## src/rtl/led_blinker_pkg.sv

```systemverilog
// Shared encodings for the multi-channel LED blinker: channel states, modes,
// and rate-select indices.
package led_blinker_pkg;

  typedef enum logic [1:0] {
    ST_IDLE  = 2'd0,
    ST_RUN   = 2'd1,
    ST_BURST = 2'd2
  } state_e;

  localparam logic MODE_CONT  = 1'b0;
  localparam logic MODE_BURST = 1'b1;

  localparam logic [1:0] RATE_0 = 2'd0;
  localparam logic [1:0] RATE_1 = 2'd1;
  localparam logic [1:0] RATE_2 = 2'd2;
  localparam logic [1:0] RATE_3 = 2'd3;

endpackage

```

## src/rtl/led_blinker_channel.sv

```systemverilog
// One LED driver: IDLE/RUN/BURST state machine, half-period counter,
// remaining-blink count and registered LED output.
module led_blinker_channel #(
  parameter int CNT_W   = 32,
  parameter int C_RATE0 = 10,
  parameter int C_RATE1 = 20,
  parameter int C_RATE2 = 50,
  parameter int C_RATE3 = 100,
  parameter int BL_W    = 8
) (
  input  logic            clk,
  input  logic            rst_n,
  input  logic            enable,
  input  logic            sync,
  input  logic [1:0]      rate_sel,
  input  logic            mode,
  input  logic            start,
  input  logic [BL_W-1:0] burst_len,
  output logic            led,
  output logic            busy,
  output logic            done
);
  import led_blinker_pkg::*;

  state_e            state_q, state_d;
  logic [CNT_W-1:0]  cnt_q, cnt_d;
  logic [BL_W-1:0]   rem_q, rem_d;
  logic              led_q, led_d;
  logic              busy_q, busy_d;
  logic              done_q, done_d;
  logic [CNT_W-1:0]  lim_m1;
  logic              terminal;

  // Rate is sampled live so a lower rate ends the current half-period at once.
  always_comb begin
    unique case (rate_sel)
      RATE_0:  lim_m1 = CNT_W'(C_RATE0 - 1);
      RATE_1:  lim_m1 = CNT_W'(C_RATE1 - 1);
      RATE_2:  lim_m1 = CNT_W'(C_RATE2 - 1);
      default: lim_m1 = CNT_W'(C_RATE3 - 1);
    endcase
  end

  assign terminal = (cnt_q >= lim_m1);

  always_comb begin
    state_d = state_q;
    cnt_d   = cnt_q;
    rem_d   = rem_q;
    led_d   = led_q;
    done_d  = 1'b0;
    unique case (state_q)
      ST_IDLE: begin
        cnt_d = '0;
        led_d = 1'b0;
        if (enable && mode == MODE_CONT) begin
          state_d = ST_RUN;
          led_d   = 1'b1;
        end else if (enable && mode == MODE_BURST && start) begin
          if (burst_len == '0) begin
            done_d = 1'b1;
          end else begin
            state_d = ST_BURST;
            rem_d   = burst_len;
            led_d   = 1'b1;
          end
        end
      end
      ST_RUN: begin
        if (!enable || mode == MODE_BURST) begin
          state_d = ST_IDLE;
          cnt_d   = '0;
          led_d   = 1'b0;
        end else if (sync) begin
          cnt_d = '0;
          led_d = 1'b1;
        end else if (terminal) begin
          cnt_d = '0;
          led_d = ~led_q;
        end else begin
          cnt_d = cnt_q + CNT_W'(1);
        end
      end
      ST_BURST: begin
        // Abort beats both sync and completion; sync beats a terminal edge.
        if (!enable) begin
          state_d = ST_IDLE;
          cnt_d   = '0;
          rem_d   = '0;
          led_d   = 1'b0;
        end else if (sync) begin
          cnt_d = '0;
          led_d = 1'b1;
        end else if (terminal) begin
          cnt_d = '0;
          if (led_q) begin
            led_d = 1'b0;
            rem_d = rem_q - BL_W'(1);
            if (rem_q == BL_W'(1)) begin
              state_d = ST_IDLE;
              done_d  = 1'b1;
            end
          end else begin
            led_d = 1'b1;
          end
        end else begin
          cnt_d = cnt_q + CNT_W'(1);
        end
      end
      default: begin
        state_d = ST_IDLE;
        cnt_d   = '0;
        rem_d   = '0;
        led_d   = 1'b0;
      end
    endcase
    busy_d = (state_d != ST_IDLE);
  end

  always_ff @(posedge clk or negedge rst_n) begin
    if (!rst_n) begin
      state_q <= ST_IDLE;
      cnt_q   <= '0;
      rem_q   <= '0;
      led_q   <= 1'b0;
      busy_q  <= 1'b0;
      done_q  <= 1'b0;
    end else begin
      state_q <= state_d;
      cnt_q   <= cnt_d;
      rem_q   <= rem_d;
      led_q   <= led_d;
      busy_q  <= busy_d;
      done_q  <= done_d;
    end
  end

  assign led  = led_q;
  assign busy = busy_q;
  assign done = done_q;

endmodule

```

## src/rtl/led_blinker_multi.sv

```systemverilog
// N_CH independent LED blinkers sharing enable, sync and burst length.
module led_blinker_multi #(
  parameter int N_CH    = 4,
  parameter int CNT_W   = 32,
  parameter int C_RATE0 = 10,
  parameter int C_RATE1 = 20,
  parameter int C_RATE2 = 50,
  parameter int C_RATE3 = 100,
  parameter int BL_W    = 8
) (
  input  logic              i_clock,
  input  logic              i_reset_n,
  input  logic              i_enable,
  input  logic              i_sync,
  input  logic [2*N_CH-1:0] i_rate_sel,
  input  logic [N_CH-1:0]   i_mode,
  input  logic [N_CH-1:0]   i_start,
  input  logic [BL_W-1:0]   i_burst_len,
  output logic [N_CH-1:0]   o_led_drive,
  output logic [N_CH-1:0]   o_busy,
  output logic [N_CH-1:0]   o_done
);

  for (genvar k = 0; k < N_CH; k++) begin : g_ch
    led_blinker_channel #(
      .CNT_W  (CNT_W),
      .C_RATE0(C_RATE0),
      .C_RATE1(C_RATE1),
      .C_RATE2(C_RATE2),
      .C_RATE3(C_RATE3),
      .BL_W   (BL_W)
    ) u_ch (
      .clk      (i_clock),
      .rst_n    (i_reset_n),
      .enable   (i_enable),
      .sync     (i_sync),
      .rate_sel (i_rate_sel[2*k +: 2]),
      .mode     (i_mode[k]),
      .start    (i_start[k]),
      .burst_len(i_burst_len),
      .led      (o_led_drive[k]),
      .busy     (o_busy[k]),
      .done     (o_done[k])
    );
  end

endmodule

```

## config.mk

```make
export PLATFORM = sky130hd
export DESIGN_NAME = led_blinker_multi
export DESIGN_NICKNAME = d
export VERILOG_FILES = /design/src/rtl/led_blinker_pkg.sv /design/src/rtl/led_blinker_channel.sv /design/src/rtl/led_blinker_multi.sv
export SDC_FILE = /design/constraint.sdc
export NUM_CORES = 1
export LEC_CHECK = 0
export BUFFER_PORTS_ARGS = -buffer_cell sky130_fd_sc_hd__buf_2
export CORE_UTILIZATION = 36
export CTS_BUF_LIST = sky130_fd_sc_hd__clkbuf_2 sky130_fd_sc_hd__clkbuf_4 sky130_fd_sc_hd__clkbuf_8
export CTS_CLUSTER_DIAMETER = 60
export DETAILED_ROUTE_END_ITERATION = 10
export PLACE_DENSITY = 0.63
export SYNTH_ARGS = -nofsm -noshare
export SYNTH_HDL_FRONTEND = slang
export SYNTH_SLANG_ARGS = --single-unit
```

## constraint.sdc

```tcl
create_clock -name i_clock -period 2.5 [get_ports i_clock]
set_clock_uncertainty 0.15 [all_clocks]
set_input_delay 0.125 -clock i_clock [delete_from_list [all_inputs] [get_ports i_clock]]
set_output_delay 0.125 -clock i_clock [all_outputs]
set_load 0.01 [all_outputs]
```

==> summary.md <==
| Metric | Value |
|---|---|
| Starting density of the core | `37.1%` |
| Setup CP Type | `reg -> reg` |
| DRT Pass-1 Iters | `5` |
| Peak supply drop | `0.531 mV` |
| Worst Path Max Fanout | `5` |
| Maxcap violations | `0` |
| Worst slew pin tran | `0.866 ns` |
| First-pass GRT wire length | `29200 um` |
| Post-Synthesis Cells | `803` |
| Antenna diodes | `0` |
| Worst Setup Start Kind | `register` |
| Via count | `6205` |
| Post-route DRC | `0` |
| Ratio of cells with drive above 1 in the final layout | `15.7%` |
| Synthesized area | `8500 um2` |
| I/O Pins | `40` |
| Die H | `156 um` |
| Post-Route WL | `17600 um` |
| # clock sinks | `180` |
| Slew margin rel. | `42.3%` |
| Filler instances | `2174` |
| Post-synth EDFFs | `0` |
| Total power | `0.00875 W` |
| Root Driver | `clkbuf_8` |
| WP data required | `2.70 ns` |
| CTS tree | `yes` |
| Reg area | `4500 um2` |
| Hold/Removal Path Class | `in -> async` |
| Final hold viol count | `0` |
| RSZ-0062 raised after global routing | `true` |
| CTS max path bufs | `2` |
| Area of the multi-input gates | `4130 um2` |
| ANT nets after route | `0` |
| Die area | `24200 um2` |
| Htree depth | `4` |
| Input/output buffers | `39` |
| Post-route cell area | `10400 um2` |
| Dpl cell area | `9670 um2` |
| Grt total ovfl | `0` |
| Max frequency | `0.422 GHz` |
| Vias in the first global route | `5911` |
| Async set-reset flop share out of synthesis | `100%` |
| Final period utilization | `94.8%` |
| Commonest cells after routing, fill and taps aside | `180 x dfrtp_1, 96 x conb_1, 77 x nor2_1` |
| Netlist cell types | `71` |
| Leak | `4.79 nW` |
| Worst-Skew Late Latency | `0.46 ns` |
| TritonCTS buffer count | `17` |
| Layout area overhead | `22.9%` |
| Die X | `156 um` |
| Reg clk slew, reported paths | `0.09 ns` |
| Seq/Total Area, Yosys | `53.0%` |
| Final min period | `2.37 ns` |
| Status | `completed` |
| PD cells | `838 nW/um2` |
| Avg WL per Cell | `13.3 um` |
| Fin. max-slew vios | `0` |
| Worst Setup End Kind | `register` |
| CORE AREA | `22900 um2` |
| DRT iter0 DRCs | `375` |
| Register bit count reported by yosys | `180` |
| Critical Path AT | `2.57 ns` |
| Via density | `4.70` |
| Initial antenna violation count | `0` |
| Syn Area/Cell | `10.6 um2` |
| Commonest non-fill, non-tap cell in the layout | `dfrtp_1` |
| Gpl congestion | `0.866` |
| Ys Warns | `0` |
| Dpl hpwl | `12800 um` |
| Main synth FF type | `dfrtp_1` |
| # nets final | `1082` |
| Global Route Usage Sum | `15.3%` |
| Largest net degree at the start of global routing | `61` |
| Final setup viols | `0` |
| FP Rows | `55` |
-- worst paths after layout --
path,start,to,slack (ns),depth (start not counted)
setup / recovery,g_ch[1].u_ch.cnt_q[6],g_ch[1].u_ch.rem_q[6],0.13,7
hold / removal,i_reset_n,g_ch[3].u_ch.cnt_q[19],0.02,2
setup reg to reg,g_ch[1].u_ch.cnt_q[6],g_ch[1].u_ch.rem_q[6],0.13,7
hold reg to reg,g_ch[2].u_ch.cnt_q[0],g_ch[2].u_ch.cnt_q[0],0.36,1
max in group asynchronous,i_reset_n,g_ch[1].u_ch.rem_q[1],1.50,3
min in group i_clock,i_enable,g_ch[1].u_ch.rem_q[5],0.03,5
-- cells by family (layout without fill, tap and decap cells) --
group                    Yosys count  count (layout)  share of synthesized area (%)
AO/OA/AOI/OAI                    177             177                           15.2
adder cells (fa/ha/maj)           60              60                           8.83
buffers and inverters             79             188                           4.03
other                              1              96                         0.0441
XOR/XNOR                          24              24                           2.47
flip-flops                       180             180                           53.0
AND/OR/NAND/NOR                  282             282                           16.4
-- sequential cells by signal (all words and copies together) (netlist names) --
register / cells
g_ch.u_ch.led: 4
g_ch.u_ch.busy: 4
g_ch.u_ch.done: 4
g_ch.u_ch.rem_q: 32
g_ch.u_ch.cnt_q: 128
g_ch.u_ch.state_q: 8
-- area by class of cell --
| cell class | instances | share of cell area, % |
|---|---|---|
| inverters | 51 | 1.83 |
| well taps | 313 | 3.75 |
| multi-input cells | 639 | 39.6 |
| repair buffers | 105 | 7.25 |
| flip-flops and latches | 180 | 43.1 |
| clock inverters | 12 | 1.81 |
| clock buffers | 20 | 2.64 |
-- cell usage after synthesis, types with 5 or more instances --
master	number	area, um2
a2bb2oi_1	7	61.3
dfrtp_1	180	4500
and2_1	10	62.6
inv_1	51	191
nor4_1	34	213
and3_1	7	43.8
buf_4	12	90.1
nor3_1	15	75.1
a41o_1	6	60.1
xnor2_1	10	87.6
nand2b_1	6	37.5
ha_1	60	751
a32o_1	7	70.1
nand3_1	39	195
nor2_1	79	297
nor2b_1	9	56.3
nand2_1	59	221
o22a_1	5	43.8
a211oi_1	5	37.5
clkbuf_1	15	56.3
o22ai_1	8	50.1
xor2_1	14	123
a21o_1	8	60.1
o21ai_1	8	40.0
a21oi_1	40	200
o21ai_0	31	155
nand3b_1	6	45.0
-- layer usage --
layer | GRT usage, % | vias to the layer above | wire length (um)
met4 | 6.21 | 0 | 425
met5 | 0 | - | 0
met1 | 20.4 | 2933 | 8280
met3 | 3.00 | 33 | 545
met2 | 24.3 | 91 | 8340
li1 | - | 3148 | -
-- per-stage QoR --
step	cells	hold WS (ns)	setup slack (ns)	setup TNS (ns)	utilization [%]
after CTS	1316	0.00254	0.00595	0	44.9
after global routing	1320	0.0288	-0.00323	-0.00488	45.6
after floorplan	898	-0.321	0.0567	0	-
final	1320	0.0202	0.130	0	45.6
after global placement	1269	-0.0460	-0.0454	-0.103	42.2
after detailed placement	1269	-0.0453	-0.0881	-0.422	42.2
-- worst max-delay path, cell delays in order (launching register included) --
cell	delay, ns
dfrtp_1	0.42
ha_4	0.28
and3b_1	0.18
nor3b_4	0.24
o41ai_4	0.14
or4b_1	0.50
a21o_1	0.19
a22o_1	0.17
-- power by group --
| part | switching (W) | internal (W) |
|---|---|---|
| registers | 0.000378 | 0.00333 |
| logic | 0.00158 | 0.00121 |
| clock network | 0.00107 | 0.00119 |
| total | 0.00302 | 0.00573 |
-- repair_timing --
action / in CTS / in global routing
hold buffers: 14 / 0
buffers inserted: 1 / 4
setup endpoints to repair: 4 / 49
gates resized for setup: 1 / 21
pin swaps: 3 / 7
hold endpoints to repair: 209 / 0
(Power assumes the default switching activity.)
